[src/rtl/ysyx_23060236_radix2_div_if.sv]
// rtl/ysyx_23060236_radix2_div_if.sv - EXU <-> divider request/response handshake bundle
interface ysyx_23060236_radix2_div_if;
    logic        div_valid;
    logic        div_ready;
    logic        div_sign;
    logic [31:0] div1;
    logic [31:0] div2;
    logic [31:0] res;
    logic [31:0] rem;
    logic        div_outvalid;

    modport master (
        output div_valid, div_sign, div1, div2,
        input  div_ready, res, rem, div_outvalid
    );

    modport slave (
        input  div_valid, div_sign, div1, div2,
        output div_ready, res, rem, div_outvalid
    );
endinterface

[src/rtl/ysyx_23060236_radix2_div.sv]
// rtl/ysyx_23060236_radix2_div.sv - 32-bit restoring divider, RV-M semantics; YSYX_23060236_DIV_FASTPATH_EN bypasses CALC for div-by-zero/overflow
module ysyx_23060236_radix2_div (
    input  logic                           clock,
    input  logic                           reset,
    ysyx_23060236_radix2_div_if.slave      bus
);
    typedef enum logic [1:0] {IDLE, CALC, DONE} state_t;

    state_t      state;
    state_t      state_next;

    logic [31:0] prem;
    logic [31:0] quo;
    logic [31:0] dsr;
    logic [5:0]  cnt;
    logic        q_neg;
    logic        r_neg;
    logic        dz;
    logic        fast_hit;

    logic        handshake;
    logic        special;
    logic [31:0] mag_a;
    logic [31:0] mag_b;
    logic [32:0] shifted;
    logic [32:0] diff;

    assign handshake = bus.div_valid & bus.div_ready;
    assign bus.div_ready = (state == IDLE) & ~bus.div_outvalid;

    assign mag_a = (bus.div_sign & bus.div1[31]) ? (32'd0 - bus.div1) : bus.div1;
    assign mag_b = (bus.div_sign & bus.div2[31]) ? (32'd0 - bus.div2) : bus.div2;

`ifdef YSYX_23060236_DIV_FASTPATH_EN
    assign special = (bus.div2 == 32'd0) |
                     (bus.div_sign & (bus.div1 == 32'h8000_0000) & (bus.div2 == 32'hFFFF_FFFF));
`else
    assign special = 1'b0;
`endif

    // Quotient register doubles as the dividend shifter: dividend bits leave at the top, quotient bits enter at the bottom.
    assign shifted = {prem, quo[31]};
    assign diff    = shifted - {1'b0, dsr};

    always_ff @(posedge clock) begin
        if (reset) begin
            state <= IDLE;
        end else begin
            state <= state_next;
        end
    end

    always_comb begin
        state_next = state;
        case (state)
            IDLE: begin
                if (handshake) begin
                    state_next = special ? DONE : CALC;
                end
            end
            CALC: begin
                if (cnt == 6'd31) begin
                    state_next = DONE;
                end
            end
            DONE:    state_next = IDLE;
            default: state_next = IDLE;
        endcase
    end

    always_ff @(posedge clock) begin
        if (reset) begin
            prem             <= 32'd0;
            quo              <= 32'd0;
            dsr              <= 32'd0;
            cnt              <= 6'd0;
            q_neg            <= 1'b0;
            r_neg            <= 1'b0;
            dz               <= 1'b0;
            fast_hit         <= 1'b0;
            bus.res          <= 32'd0;
            bus.rem          <= 32'd0;
            bus.div_outvalid <= 1'b0;
        end else begin
            bus.div_outvalid <= 1'b0;
            case (state)
                IDLE: begin
                    if (handshake) begin
                        q_neg    <= bus.div_sign & (bus.div1[31] ^ bus.div2[31]);
                        r_neg    <= bus.div_sign & bus.div1[31];
                        dz       <= (bus.div2 == 32'd0);
                        dsr      <= mag_b;
                        quo      <= mag_a;
                        prem     <= 32'd0;
                        cnt      <= 6'd0;
                        fast_hit <= special;
`ifdef YSYX_23060236_DIV_FASTPATH_EN
                        if (special) begin
                            bus.div_outvalid <= 1'b1;
                            if (bus.div2 == 32'd0) begin
                                bus.res <= 32'hFFFF_FFFF;
                                bus.rem <= bus.div1;
                            end else begin
                                bus.res <= 32'h8000_0000;
                                bus.rem <= 32'd0;
                            end
                        end
`endif
                    end
                end
                CALC: begin
                    cnt <= cnt + 6'd1;
                    if (!diff[32]) begin
                        prem <= diff[31:0];
                        quo  <= {quo[30:0], 1'b1};
                    end else begin
                        prem <= shifted[31:0];
                        quo  <= {quo[30:0], 1'b0};
                    end
                end
                DONE: begin
                    // Fast-path results were already registered on the handshake edge.
                    if (!fast_hit) begin
                        bus.div_outvalid <= 1'b1;
                        // The raw signed path would negate an all-ones quotient to 1 on divide-by-zero.
                        if (dz) begin
                            bus.res <= 32'hFFFF_FFFF;
                        end else begin
                            bus.res <= q_neg ? (32'd0 - quo) : quo;
                        end
                        bus.rem <= r_neg ? (32'd0 - prem) : prem;
                    end
                end
                default: begin
                end
            endcase
        end
    end
endmodule

[src/flat_wrapper.sv]
// flat-port wrapper written by rule: the top's interface ports become plain ports
module ysyx_23060236_radix2_div_flat 
  (clock, reset, bus_div_valid, bus_div_sign, bus_div1, bus_div2, bus_div_ready, bus_res, bus_rem, bus_div_outvalid);
  ysyx_23060236_radix2_div_if bus_i ();
  input  logic clock;
  input  logic reset;
  input wire logic [$bits(bus_i.div_valid)-1:0] bus_div_valid;
  input wire logic [$bits(bus_i.div_sign)-1:0] bus_div_sign;
  input wire logic [$bits(bus_i.div1)-1:0] bus_div1;
  input wire logic [$bits(bus_i.div2)-1:0] bus_div2;
  output wire logic [$bits(bus_i.div_ready)-1:0] bus_div_ready;
  output wire logic [$bits(bus_i.res)-1:0] bus_res;
  output wire logic [$bits(bus_i.rem)-1:0] bus_rem;
  output wire logic [$bits(bus_i.div_outvalid)-1:0] bus_div_outvalid;
  assign bus_i.div_valid = bus_div_valid;
  assign bus_i.div_sign = bus_div_sign;
  assign bus_i.div1 = bus_div1;
  assign bus_i.div2 = bus_div2;
  assign bus_div_ready = bus_i.div_ready;
  assign bus_res = bus_i.res;
  assign bus_rem = bus_i.rem;
  assign bus_div_outvalid = bus_i.div_outvalid;
  ysyx_23060236_radix2_div u_core (.clock(clock), .reset(reset), .bus(bus_i));
endmodule
[config.mk]
export PLATFORM = sky130hd
export DESIGN_NAME = ysyx_23060236_radix2_div_flat
export DESIGN_NICKNAME = d
export VERILOG_FILES = /design/src/rtl/ysyx_23060236_radix2_div_if.sv /design/src/rtl/ysyx_23060236_radix2_div.sv /design/src/flat_wrapper.sv
export SDC_FILE = /design/constraint.sdc
export NUM_CORES = 1
export LEC_CHECK = 0
export ABC_CLOCK_PERIOD_IN_PS = 3960
export BUFFER_PORTS_ARGS = -buffer_cell sky130_fd_sc_hd__buf_2
export CAP_MARGIN = 20
export CORE_MARGIN = 1
export CORE_UTILIZATION = 59
export DETAILED_ROUTE_END_ITERATION = 6
export PLACE_DENSITY = 0.91
export SLEW_MARGIN = 10
export SYNTH_ARGS = -nofsm -noshare
export SYNTH_HDL_FRONTEND = slang
export SYNTH_SLANG_ARGS = --single-unit
export TNS_END_PERCENT = 30
[constraint.sdc]
create_clock -name clock -period 3.96 [get_ports clock]
set_clock_uncertainty 0.15 [all_clocks]
set_input_delay 0.594 -clock clock [delete_from_list [all_inputs] [get_ports clock]]
set_output_delay 0.594 -clock clock [all_outputs]
set_load 0.05 [all_outputs]
Word-level counts from Yosys, hierarchy flattened. Index checks and enable logic that the tools add are counted.

Output and inout port bits: 66. Word-level logic and storage cells: 53. Bits of input ports: 68. Register bits after elaboration: 172.

$add $sub $neg: 6. Equality and inequality tests: 5. Mux-type cells: 16. Bitwise logic cells: 8. Reductions and logical operators: 7.

Operators with widths (number): $mux W32 (8); $pmux W32 S2 (2); $sub A1 B32 Y32 const A (4); $sub A33 B32 Y33 (1); $logic_not A32 Y1 (1); $pmux W6 S2 (1); $add A6 B1 Y6 const B (1); $eq A6 B5 Y1 const B (1); $mux W6 (1); $reduce_and A2 Y1 (3); $and A1 B1 Y1 (5); $mux W2 (2); $ne A2 B1 Y1 const B (2); $pmux W2 S2 (1); $eq A2 B1 Y1 const B (1); $eq A2 B2 Y1 const B (1); $logic_not A2 Y1 (1); $not A1 Y1 (2); $reduce_bool A2 Y1 (1); $reduce_or A2 Y1 (1); $mux W1 (1); $xor A1 B1 Y1 (1).

Depth between registers and ports, before layout.
Depth in word-level cells: 5. Gate-level depth with buffers: 14. Depth with buffers taken out: 13.

Worst setup path after synthesis. No wires, ideal clock.

Path kind: register to register. Start: register u_core.quo[31]. End: register u_core.quo[0]. Library setup time: 0.128 ns. Period minus slack after synthesis: 3.245 ns. Data arrival time: 2.968 ns. Setup slack: 0.715 ns. Data required time: 3.682 ns. Cell stages (with the launch flop): 15. Path buffers: 1. Cells stage by stage: dfxtp_1 > inv_1 > ha_1 > fa_1 > nand2b_1 > a21o_1 > a21oi_1 > o21ai_1 > o31ai_1 > a221oi_1 > xor2_1 > buf_2 > nor2_1 > a221oi_1 > nor2_1.

Longest elaborated chain between the ends: 3.

Ends and longest elaborated chain: from (decl) (RTL line ysyx_23060236_radix2_div.sv:13) `logic [31:0] quo;`; from (signal assigned) (RTL line ysyx_23060236_radix2_div.sv:93) `quo <= mag_a;`; from (signal assigned) (RTL line ysyx_23060236_radix2_div.sv:115) `quo <= {quo[30:0], 1'b1};`; from (signal assigned) (RTL line ysyx_23060236_radix2_div.sv:118) `quo <= {quo[30:0], 1'b0};`; $sub A33 B32 Y33 (RTL line ysyx_23060236_radix2_div.sv:43) `assign diff = shifted - {1'b0, dsr};`; $mux W1 (RTL line ysyx_23060236_radix2_div.sv:113) `if (!diff[32]) begin`; $pmux W32 S2 (RTL line ysyx_23060236_radix2_div.sv:86) `case (state)`.

Every way passes these cells. A chain may end at the register's enable or synchronous reset.

Worst setup path after layout.
Start: register u_core.prem[10]. End: register u_core.prem[26].

Longest elaborated chain between the ends: 3.

Ends and longest elaborated chain: from (decl) (RTL line ysyx_23060236_radix2_div.sv:12) `logic [31:0] prem;`; from (signal assigned) (RTL line ysyx_23060236_radix2_div.sv:114) `prem <= diff[31:0];`; from (signal assigned) (RTL line ysyx_23060236_radix2_div.sv:117) `prem <= shifted[31:0];`; $sub A33 B32 Y33 (RTL line ysyx_23060236_radix2_div.sv:43); $mux W32 (RTL line ysyx_23060236_radix2_div.sv:113); $pmux W32 S2 (RTL line ysyx_23060236_radix2_div.sv:86).

Every way passes these cells.

==> run metrics <==
worst slew pin tran between 1 and 1.5 ns; Cell Rows 48; Lkg Pwr about 4.8 nW; CTS tree built; hold crit path type register to register; RSZ-0062 raised after global routing no; share of cells above drive strength 1 0.146; dominant synthesized flop cell dfxtp_1; RePlAce Congestion between 0.9 and 1; DR top layer met4; final hold vios 0; Yosys cell types 61; post_cts resized 0; core footprint between 15,000 and 20,000 um2; H-tree lvl count 4; grt ovf 0; hold path cells 2; Syn Area/Cell between 7 and 8 um2; Layout area overhead 13.7%; leading area contributor after synthesis dfxtp_1; FF-to-FF path depth 11; sequential share of the synthesized area 0.330; Max-cap violations 0; Mapped Cells about 1,300; met2 WL post-DR ~12 mm; Finished Layout Cells between 1,500 and 2,000; die footprint approximately 18,000 um2; mapped cell area between 10,000 and 15,000 um2; global-route usage over all layers 0.294; final net count 1,521; required time of the critical path between 4 and 5 ns; async set-reset flop share out of synthesis 0; Worst EP arrival just under 4 ns; Synth top area share 0.330; Syn. warnings 0; Clock Sinks ~170; f_max 0.273 GHz; dpl hpwl between 15 and 20 mm; Post-CTS Setup Bufs 0; hold_buf cts 0; Slew HR 0.284; clk_lat worst skew 0.44 ns; initial core utilization 0.603; Inserted Clock Buffers 17; maximum VDD drop between 0.0003 and 0.0004 V; Worst-path clk slew 0.07 ns; Routed Antenna Nets 0; pin count of the biggest net entering global routing approximately 110; Syn Nets around 1,400; CP Class register to register; crit end category register; Initial DRT Pass Iterations 5; Post-synth EDFFs 0; total power about 4.9 mW; hold_ws 0.309 ns; worst setup margin approximately 0.3 ns; DR vias/cell between 6 and 7; Die Ht ~130 um; n_diodes 0; Critical Path Fanout Max 13; outcome finished clean; max-slew violation count 0; I/O Pins between 100 and 150; post-place setup slack 0.341 ns; buffer levels on the longest clock path 2; min cycle time layout 3.66 ns; Synth area leaders dfxtp_1 (33%), xnor2_1 (6.6%), nor2_1 (5.8%); metal1 wirelength about 12 mm; Core Util, Final 0.685; Buffers on Ports about 130; met3 WL 2.83 mm; Final Cell Area roughly 12,000 um2; first-pass GRT wire length between 40 and 50 mm; CTS root buffer clkbuf_16; die width ~130 um; # setup viols final 0; number of global-route vias before repair approximately 9,000; Power per Cell Area around 410 nW/um2; Routed WL per cell between 15 and 20 um; # DRC 0; Cells after DPL approximately 1,600; placed inst area ~11,000 um2; Detailed Route Iter0 Violations ~1,100; routed wire length roughly 27 mm; Yosys reg bits between 150 and 200; DR vias just over 10,000; initial antenna violation count 0; Tcrit/Tclk final 0.925; Setup TNS Final 0 ns; Startpoint Class register
flip-flops by register name, indices dropped and copies added (netlist names):
name	flops
u_core.dz	1
u_core.bus.div_outvalid	1
u_core.q_neg	1
u_core.prem	32
u_core.cnt	6
u_core.bus.rem	32
u_core.state	2
u_core.quo	32
u_core.dsr	32
u_core.bus.res	32
u_core.r_neg	1
per-layer routing:
| layer | up-vias | track usage |
|---|---|---|
| met5 | - | 0 |
| li1 | 4943 | - |
| met2 | 602 | 0.448 |
| met1 | 4673 | 0.422 |
| met4 | 0 | 0.0911 |
| met3 | 42 | 0.0477 |
worst paths after layout:
check,start,endpoint,slack [ns]
worst max-delay path,u_core.prem[10]$_SDFFE_PP0P_,u_core.prem[26]$_SDFFE_PP0P_,0.30
worst min register to register,u_core.dsr[25]$_SDFFE_PP0P_,u_core.dsr[25]$_SDFFE_PP0P_,0.31
worst min-delay path,u_core.dsr[25]$_SDFFE_PP0P_,u_core.dsr[25]$_SDFFE_PP0P_,0.31
worst max register to register,u_core.prem[10]$_SDFFE_PP0P_,u_core.prem[26]$_SDFFE_PP0P_,0.30
critical path, stage by stage, from the launching register on:
cell and delay, ns:
dfxtp_1 0.52, ha_1 0.36, a21o_1 0.23, a211oi_1 0.29, nand2_1 0.08, o21ai_1 0.32, o31ai_1 0.17, a221oi_1 0.59
xor2_4 0.16, buf_4 0.22, or2_2 0.31, o21ai_0 0.20
cell families (layout without fill, tap and decap cells):
group,after synthesis,after routing,share of synthesized area
adder cells (fa/ha/maj),38,38,0.0463
XOR/XNOR,145,145,0.122
flip-flops,172,172,0.330
AND/OR/NAND/NOR,425,425,0.186
AO/OA/AOI/OAI,411,411,0.261
multiplexers,6,6,0.00588
buffers and inverters,134,231,0.0490
placed cells by master, fill, tap and decap left out, types with 15 or more instances in the layout:
master | synthesis | routed
nand3_1 | 16 | 16
a21o_1 | 15 | 15
o21ai_0 | 75 | 75
clkbuf_16 | 0 | 17
nor3_1 | 17 | 17
nand2_1 | 140 | 140
a21oi_1 | 96 | 96
or3_1 | 17 | 17
nor2_1 | 160 | 159
o22ai_1 | 30 | 30
inv_1 | 49 | 49
a22oi_1 | 29 | 29
o31ai_1 | 31 | 31
a211oi_1 | 60 | 60
dfxtp_1 | 172 | 172
ha_1 | 37 | 37
xor2_1 | 66 | 65
xnor2_1 | 79 | 79
buf_2 | 6 | 132
area by class of cell:
cell class                      count  area (um2)
Clock buffer                       17         425
Clock inverter                     15         176
Fill cell                        1381        5440
Inverter                           49         184
Multi-Input combinational cell   1025        6510
Sequential cell                   172        3440
Tap cell                          225         282
Timing Repair Buffer              150         836
report_power, final:
part           internal [mW]  switching [mW]
Sequential              1.81           0.106
Clock                  0.956           0.761
Combinational          0.483           0.739
cell usage after synthesis, types with 12 or more instances:
cell type and n:
ha_1 37, or3_1 17, inv_1 49, dfxtp_1 172
nor3_1 17, a21o_1 15, o22ai_1 30, a21oi_1 96
a22o_1 12, xnor2_1 79, clkbuf_1 71, nand2_1 140
a211oi_1 60, nand3_1 16, a22oi_1 29, o41ai_1 13
o31ai_1 31, o21ai_0 75, nor2_1 160, xor2_1 66
Note: power is estimated with default switching activity, not from simulation.
